--- config.mk ---
export PLATFORM = sky130hd
export DESIGN_NAME = nbbpu_sequencer
export DESIGN_NICKNAME = d
export VERILOG_FILES = /design/src/rtl/nbbpu_pkg.sv /design/src/rtl/nbbpu_control_decode.sv /design/src/rtl/nbbpu_sequencer.sv
export SDC_FILE = /design/constraint.sdc
export NUM_CORES = 1
export LEC_CHECK = 0
export CAP_MARGIN = 20
export CELL_PAD_IN_SITES_DETAIL_PLACEMENT = 0
export CELL_PAD_IN_SITES_GLOBAL_PLACEMENT = 2
export CORE_AREA = 5 5 70 72
export DETAILED_ROUTE_END_ITERATION = 10
export DIE_AREA = 0 0 75 77
export PLACE_DENSITY = 0.8
export SLEW_MARGIN = 20
export SYNTH_ARGS = -nofsm -noshare
export SYNTH_HDL_FRONTEND = slang
export SYNTH_SLANG_ARGS = --single-unit
--- constraint.sdc ---
create_clock -name clock -period 1.79 [get_ports clock]
set_input_delay 0.358 -clock clock [delete_from_list [all_inputs] [get_ports clock]]
set_output_delay 0.358 -clock clock [all_outputs]
set_load 0.02 [all_outputs]
--- src/rtl/nbbpu_pkg.sv ---
// Shared NBBPU definitions: opcode encodings, sequencer state codes and control-bundle layout.
package nbbpu_pkg;

  localparam int CTRL_W = 7;

  // Bit positions inside the control bundle, MSB first.
  localparam int CTRL_INSTRUCTION_ENABLE = 6;
  localparam int CTRL_READ_ENABLE        = 5;
  localparam int CTRL_REG_WRITE          = 4;
  localparam int CTRL_REG_SET            = 3;
  localparam int CTRL_WRITE_ENABLE       = 2;
  localparam int CTRL_JUMP_PC            = 1;
  localparam int CTRL_BRANCH_PC          = 0;

  localparam logic [3:0] OP_ADD = 4'h0;
  localparam logic [3:0] OP_SUB = 4'h1;
  localparam logic [3:0] OP_AND = 4'h2;
  localparam logic [3:0] OP_OR  = 4'h3;
  localparam logic [3:0] OP_XOR = 4'h4;
  localparam logic [3:0] OP_SHL = 4'h5;
  localparam logic [3:0] OP_SHR = 4'h6;
  localparam logic [3:0] OP_CMP = 4'h7;
  localparam logic [3:0] OP_JMP = 4'h8;
  localparam logic [3:0] OP_BRZ = 4'h9;
  localparam logic [3:0] OP_BRN = 4'hA;
  localparam logic [3:0] OP_RES = 4'hB;
  localparam logic [3:0] OP_LOD = 4'hC;
  localparam logic [3:0] OP_STR = 4'hD;
  localparam logic [3:0] OP_SEL = 4'hE;
  localparam logic [3:0] OP_SEU = 4'hF;

  typedef enum logic [2:0] {
    S_FETCH   = 3'd0,
    S_DECODE  = 3'd1,
    S_EXECUTE = 3'd2,
    S_MEMWAIT = 3'd3,
    S_STORE   = 3'd4,
    S_HALT    = 3'd5,
    S_FAULT   = 3'd6
  } state_t;

endpackage

--- src/rtl/nbbpu_control_decode.sv ---
// Purely combinational (state, opcode) -> control bundle decode for the NBBPU.
module nbbpu_control_decode
  import nbbpu_pkg::*;
#(
  parameter int OPCODE_W = 4
) (
  input  state_t              state,
  input  logic [OPCODE_W-1:0] opcode,
  output logic [CTRL_W-1:0]   controls
);

  logic [3:0] op;
  logic       op_valid;

  // Opcodes wider than four bits decode as "no control" unless the upper bits are zero.
  always_comb begin
    op       = opcode[3:0];
    op_valid = ((opcode >> 4) == '0);
    controls = '0;
    case (state)
      S_FETCH: controls = 7'b1000000;
      S_DECODE: begin
        if (op_valid) begin
          case (op)
            OP_JMP:         controls = 7'b0000010;
            OP_BRZ, OP_BRN: controls = 7'b0000001;
            default:        controls = 7'b0000000;
          endcase
        end
      end
      S_EXECUTE, S_MEMWAIT: begin
        if (op_valid) begin
          case (op)
            OP_LOD:         controls = 7'b0100000;
            OP_STR:         controls = 7'b0000100;
            OP_SEL, OP_SEU: controls = 7'b0001000;
            OP_JMP:         controls = 7'b0000010;
            OP_BRZ, OP_BRN: controls = 7'b0000001;
            default:        controls = 7'b0000000;
          endcase
        end
      end
      S_STORE: begin
        if (op_valid) begin
          case (op)
            OP_JMP:         controls = 7'b1010010;
            OP_BRZ, OP_BRN: controls = 7'b1000001;
            OP_RES:         controls = 7'b1000000;
            OP_LOD:         controls = 7'b1110000;
            OP_STR:         controls = 7'b1000100;
            OP_SEL, OP_SEU: controls = 7'b1011000;
            default:        controls = 7'b1010000;
          endcase
        end
      end
      default: controls = '0;
    endcase
  end

endmodule

--- src/rtl/nbbpu_sequencer.sv ---
// NBBPU instruction-cycle sequencer with ready stalls, wait timeout and single-step debug.
// Optional macro NBBPU_SEQ_RES_HALT_EN: RES parks the sequencer in HALT until step or reset.
module nbbpu_sequencer
  import nbbpu_pkg::*;
#(
  parameter int TIMEOUT_W   = 8,
  parameter int TIMEOUT_MAX = 200,
  parameter int OPCODE_W    = 4
) (
  input  logic                clock,
  input  logic                reset,
  input  logic [OPCODE_W-1:0] opcode,
  input  logic                instruction_ready,
  input  logic                data_ready,
  input  logic                step_mode,
  input  logic                step,
  output logic                instruction_enable,
  output logic                read_enable,
  output logic                reg_write,
  output logic                reg_set,
  output logic                write_enable,
  output logic                jump_PC,
  output logic                branch_PC,
  output logic [2:0]          state,
  output logic                halted,
  output logic                fault
);

  state_t                cur_state, nxt_state;
  logic [OPCODE_W-1:0]   op_q;
  logic [TIMEOUT_W-1:0]  wait_cnt;
  logic                  armed;
  logic                  paused, fetch_go, counting, timed_out, is_mem;
  logic [CTRL_W-1:0]     controls;

  // A step arriving together with instruction_ready is consumed in the same cycle.
  always_comb begin
    paused    = step_mode && !armed;
    fetch_go  = (cur_state == S_FETCH) && instruction_ready && (!paused || step);
    counting  = ((cur_state == S_FETCH) && !fetch_go && !paused) ||
                ((cur_state == S_MEMWAIT) && !data_ready);
    timed_out = counting && (wait_cnt == TIMEOUT_W'(TIMEOUT_MAX - 1));
    is_mem    = (op_q == OPCODE_W'(OP_LOD)) || (op_q == OPCODE_W'(OP_STR));
  end

  always_ff @(posedge clock or posedge reset) begin
    if (reset) cur_state <= S_FETCH;
    else       cur_state <= nxt_state;
  end

  always_comb begin
    nxt_state = cur_state;
    case (cur_state)
      S_FETCH: begin
        if (fetch_go)       nxt_state = S_DECODE;
        else if (timed_out) nxt_state = S_FAULT;
      end
      S_DECODE:  nxt_state = S_EXECUTE;
      S_EXECUTE: nxt_state = is_mem ? S_MEMWAIT : S_STORE;
      S_MEMWAIT: begin
        if (data_ready)     nxt_state = S_STORE;
        else if (timed_out) nxt_state = S_FAULT;
      end
`ifdef NBBPU_SEQ_RES_HALT_EN
      S_STORE:   nxt_state = (op_q == OPCODE_W'(OP_RES)) ? S_HALT : S_FETCH;
      S_HALT:    if (step) nxt_state = S_FETCH;
`else
      S_STORE:   nxt_state = S_FETCH;
      S_HALT:    nxt_state = S_FETCH;
`endif
      S_FAULT:   nxt_state = S_FAULT;
      default:   nxt_state = S_FETCH;
    endcase
  end

  always_ff @(posedge clock or posedge reset) begin
    if (reset) begin
      op_q     <= '0;
      wait_cnt <= '0;
      armed    <= 1'b0;
    end else begin
      if (fetch_go) op_q <= opcode;
      if (nxt_state != cur_state) wait_cnt <= '0;
      else if (counting)          wait_cnt <= wait_cnt + TIMEOUT_W'(1);
      if (fetch_go)                                          armed <= 1'b0;
      else if ((cur_state == S_FETCH) && step_mode && step) armed <= 1'b1;
    end
  end

  nbbpu_control_decode #(
    .OPCODE_W (OPCODE_W)
  ) u_decode (
    .state    (cur_state),
    .opcode   (op_q),
    .controls (controls)
  );

  always_comb begin
    instruction_enable = controls[CTRL_INSTRUCTION_ENABLE];
    read_enable        = controls[CTRL_READ_ENABLE];
    reg_write          = controls[CTRL_REG_WRITE];
    reg_set            = controls[CTRL_REG_SET];
    write_enable       = controls[CTRL_WRITE_ENABLE];
    jump_PC            = controls[CTRL_JUMP_PC];
    branch_PC          = controls[CTRL_BRANCH_PC];
    state              = cur_state;
    fault              = (cur_state == S_FAULT);
`ifdef NBBPU_SEQ_RES_HALT_EN
    halted             = (cur_state == S_HALT);
`else
    halted             = 1'b0;
`endif
  end

endmodule

Yosys cells after proc, flatten, opt, wreduce, memory -nomap -nowiden
Memory sizes are Yosys's and may differ from the RTL's.
Cells that the tools add are included.
- latch bits: 0
- output and inout bits: 12
- bits in read-only memories: 96
- register bits: 16
- RAM bits: 0
- memories: 1
- word-level logic and storage cells: 54
- memory list (name ; depth ; width ; read ports ; clocked after Yosys merged registers in ; wr ports ; line ; RTL):
    (name not given) ; 16 ; 6 ; 1 ; 0 ; 0 ; nbbpu_control_decode.sv:45 ; case (op)
- bitwise logic cells: 0
- $add $sub $neg: 1
- multipliers: 0
- shift operators: 0
- eq/ne operators: 14
- reductions and logical operators: 22
- div/mod/pow operators: 0
- mux-type cells: 12
- magnitude comparators: 0
- operators by type and width (kind ; number):
    6-bit one-hot mux with 5 select lines ; 1
    4-bit == test, second input constant ; 7
    7-bit one-hot mux with 4 select lines ; 1
    8-bit two-way mux ; 2
    3-bit one-hot mux with 5 select lines ; 1
    3-bit two-way mux ; 4
    1-bit logical AND ; 9
    8-bit by 1-bit adder with 8-bit output, second input constant ; 1
    8-bit == test, second input constant ; 1
    3-bit by 2-bit == test with 1-bit output, second input constant ; 2
    3-bit == test, second input constant ; 2
    2-bit OR reduction ; 3
    1-bit zero test ; 4
    2-bit one-hot mux with 2 select lines ; 1
    2-bit nonzero test ; 2
    3-bit by 1-bit == test with 1-bit output, second input constant ; 1
    3-bit zero test ; 1
    1-bit logical OR ; 3
    3-bit != test ; 1
    1-bit two-way mux ; 2

Longest topological paths before layout
- depth after elaboration: 15
- gate-level depth with buffers: 7
- mapped depth without buffers: 7

By module
A second synthesis with hierarchy kept.
- cells, all modules: 117
- area total of the unflattened synthesis: 1097.3 um^2
- by module, submodules not included (module ; area an instance (um^2) ; sequential area each (um^2) ; cells an instance ; times used):
    nbbpu_sequencer ; 922.1 ; 400.4 ; 92 ; 1
    nbbpu_control_decode ; 175.2 ; 0.0 ; 25 ; 1

Least setup slack after synthesis
Ideal clock, no wire load.
- path kind: reg-to-output
- from: register cur_state[1] (netlist: state[1])
- to: output branch_PC
- path buffers: 1
- path slack: -341 ps
- cell stages (with the launch flop): 5
- arrival time: 1773 ps
- path through: dfrtp_1 clkbuf_1 nor2_1 a31oi_1 nor3b_1
- word-level cells in the longest chain between the ends: 3
- elaborated cells between the ends (all ways): 7
- classes of those cells: eq/ne (4); mux (1); reduce/logical (2)
- RTL lines (what ; line ; RTL):
    from (decl) ; nbbpu_sequencer.sv:29 ; state_t cur_state, nxt_state;
    from (signal assigned) ; nbbpu_sequencer.sv:48 ; else cur_state <= nxt_state;
    3-bit by 2-bit == test with 1-bit output ; nbbpu_control_decode.sv:20 ; case (state)
    2-bit OR reduction ; nbbpu_control_decode.sv:20 ;
    7-bit one-hot mux with 4 select lines (*) ; nbbpu_control_decode.sv:20 ;
    to (decl) ; nbbpu_sequencer.sv:23 ; output logic branch_PC,
Mark *: on every way between the ends. The rest lies on a longest branch, timed or not.

Worst setup path in the final report
- from: register op_q[1]
- to: output branch_PC
- word-level cells in the longest chain between the ends: 4
- elaborated cells between the ends (all ways): 13
- classes of those cells: eq/ne (7); mux (3); reduce/logical (2); memory (1)
- RTL lines (what ; line ; RTL):
    from (decl) ; nbbpu_sequencer.sv:30 ; logic [OPCODE_W-1:0] op_q;
    from (signal assigned) ; nbbpu_sequencer.sv:82 ; if (fetch_go) op_q <= opcode;
    4-bit == test, on equally long branches ; nbbpu_control_decode.sv:24, nbbpu_control_decode.sv:33 ;
    2-bit OR reduction, on equally long branches ; nbbpu_control_decode.sv:24, nbbpu_control_decode.sv:33 ;
    6-bit one-hot mux with 5 select lines / 2-bit one-hot mux with 2 select lines (equally long branches) ; nbbpu_control_decode.sv:33, nbbpu_control_decode.sv:24 ;
    7-bit one-hot mux with 4 select lines (*) ; nbbpu_control_decode.sv:20 ;
Marked as above.

==> metrics.md <==
| Metric | Value |
|---|---|
| Worst-path clk slew | 0.07 ns |
| Delay-heaviest family, CP | flip-flops |
| Fin cells | 215 |
| Commonest non-fill, non-tap cells in the layout | buf_4 (25), dfrtp_1 (13), nor2_1 (10), clkdlybuf4s50_1 (10) |
| Largest net degree at the start of global routing | 17 |
| Mapped Nets | 130 |
| Placed cell area | 1520 µm² |
| Critical Path Start Type | flip-flop |
| RSZ-0062 raised after global routing | yes |
| Final nets | 179 |
| Later-pin clock latency in the skew report | 0.25 ns |
| Most common cell after layout, fill and taps aside | buf_4 |
| Via count | 1029 |
| Fin. max-slew vios | 0 |
| Period utilization | 104% |
| Fin crit period | 1.86 ns |
| Failing checks | setup timing |
| Final Hold Viols | 0 |
| Max FO, Critical Path | 3 |
| Ratio of cells with drive above 1 in the final layout | 42.9% |
| Rows | 24 |
| Total power | 2.50 mW |
| Seq/Total Area, Yosys | 37.1% |
| H-Tree Depth | 1 |
| Fin util | 40.0% |
| Congestion Overflow GR | 0 |
| CTS buffer count | 3 |
| DRC | 0 |
| Die H | 77 µm |
| Hold-fix buffers, CTS | 0 |
| Yosys warnings | 0 |
| Initial Util | 25.5% |
| Data required time of the worst path | 1.43 ns |
| DP Wirelength | 2160 µm |
| VDD IR-drop max | 0.000378 V |
| Crit Path Class | reg -> out |
| Status | finished with violations |
| Max-cap violation count | 0 |
| Inst Count DP | 205 |
| Netlist cell types | 39 |
| IO Port Bufs | 20 |
| GRT Total Usage | 9.74% |
| Yosys reg bits | 16 |
| Pwr/cell area | 1480 nW/µm² |
| Slowest-stage cell, CP | dfrtp_1 |
| First-pass GRT wire length | 4420 µm |
| Initial antenna violation count | 0 |
| Post-route cell area | 1690 µm² |
| Vias per inst | 4.79 |
| Syn Inst Count | 115 |
| Critical Path AT | 1.50 ns |
| Buf+Inv Stages, Crit Path | 2 |
| Worst stage delay on the critical path | 0.40 ns |
| Static Leak | 0.777 nW |
| RePlAce Congestion | 0.777 |
| Top cell by count, worst path | buf_4 |
| Routed wire length | 2920 µm |
| Root buf cell | clkbuf_8 |
| Hold Crit Class | in -> async |
| Die area | 5780 µm² |
| Netlist Area Pre-Place | 1080 µm² |
| F_max | 538 MHz |
| Asr flop ratio synth | 100% |
| Clk_skew | 0.00611 ns |
| WL/cell | 13.6 µm |
| CTS tree | built |
| Post-synth EDFFs | 0 |
| CTS sink count | 16 |
| CTS Buffer Depth | 2 |
| Vias in the first global route | 1014 |
| Core area | 4230 µm² |
| Worst setup margin | -0.0694 ns |
| Antenna diodes | 0 |
| Post-route ant nets | 0 |
| Ports | 22 |
| Critical-path cell list | buf_4 > ha_2 > nor2_1 > nor3_1 > a31oi_1 > nor3b_2 > buf_4 |
| Die width | 75 µm |
| Mean Syn Cell Area | 9.39 µm² |
| First-iteration detailed-routing DRC count | 29 |
| Endpoints failing setup | 8 |
| Ys flop type | dfrtp_1 |
| Synth-to-layout area growth | 56.7% |
| Drt first pass iters | 4 |
| Crit. End Element | output pin |
==> repair_timing <==
action	in CTS	in global routing
hold endpoints to repair	0	0
endpoints found under the setup margin	19	14
cloned	0	0
pin swaps	5	8
gates resized for setup	36	24
buffers inserted	3	3
==> Yosys cell counts, drive strengths merged, types with 2 or more instances <==
cell    instances  share of area, %
and3            4               2.3
nand4           4               2.3
nor4b           3               3.0
nor2b           5               2.9
buf             2               1.7
o21ai           6               2.8
mux2            4               4.2
and2            2               1.2
dfrtp          16                37
nand2           7               2.4
ha              5               5.8
nand3           3               1.4
nand3b          2               1.4
a31oi           2               1.2
o32ai           2               3.4
a21oi           3               1.4
nand2b          3               1.7
inv             4               1.4
clkbuf          2              0.70
nor2           13               4.5
nor3            2              0.93
mux2i           2               1.9
xor2            6               4.9
==> report_power, final <==
part	internal [mW]	total (mW)	switching (mW)
Clock	0.195	0.320	0.125
Combinational	0.832	1.58	0.751
Sequential	0.462	0.593	0.132
==> sequential cells by signal (all words and copies together), names as in the netlist <==
| signal | count |
|---|---|
| state | 3 |
| armed | 1 |
| wait_cnt | 8 |
| op_q | 4 |
==> worst register-to-register path: stages, from the launching register on <==
cell and delay (ns):
dfrtp_2 0.47, buf_6 0.15, or3_4 0.39, o32ai_4 0.25
buf_12 0.17, nand3_2 0.08, xor2_1 0.18, nor2_1 0.06
==> through the flow <==
stage | hold WS [ns] | setup WS (ns) | setup TNS, ns
global route | 0.452 | -0.140 | -1.11
detailed placement | 0.538 | -0.286 | -2.27
global placement | 0.528 | -0.206 | -1.72
CTS | 0.422 | -0.0896 | -0.516
finish | 0.413 | -0.0694 | -0.389
floorplan | 0.272 | -0.0619 | -0.0619
==> final cells by class <==
class / count / area, µm²
inverter: 4 / 15.0
clock buffer: 4 / 55.1
fill: 416 / 2540
timing repair buffer: 48 / 419
sequential: 16 / 404
multi-input combinational: 91 / 733
tap: 52 / 65.1
==> final timing paths <==
check,startpoint,to,slack (ns),cells past startpoint
setup / recovery,op_q[1],branch_PC,-0.07,7
hold / removal,reset,wait_cnt[6],0.41,3
setup reg to reg,state[1],wait_cnt[7],-0.07,7
hold reg to reg,wait_cnt[1],wait_cnt[1],0.55,2
max in group asynchronous,reset,state[1],1.17,3
min in group clock,wait_cnt[1],wait_cnt[1],0.55,2
==> cells by family (layout without fill, tap and decap cells) <==
logic type / Yosys count / after routing / synth area share [%]
DFF: 16 / 16 / 37.1
xor gates and xnor gates: 7 / 7 / 5.68
AOI/OAI and AO/OA: 18 / 18 / 12.5
other: 1 / 1 / 0.347
muxes: 6 / 6 / 6.03
buffers and inverters: 8 / 56 / 3.82
and+or+nand+nor: 54 / 54 / 28.7
adders and majority gates: 5 / 5 / 5.79
==> per-layer routing <==
layer | share of wire (%) | GRT usage, % | vias to the layer above | wire length, µm
met5 | 0 | 0 | - | 0
met4 | 3.3 | 5.69 | 0 | 97
met3 | 4.5 | 1.57 | 10 | 132
met2 | 52 | 16.6 | 22 | 1520
met1 | 40 | 11.0 | 497 | 1160
li1 | - | - | 500 | -
Note: power is estimated with default switching activity, not from simulation.
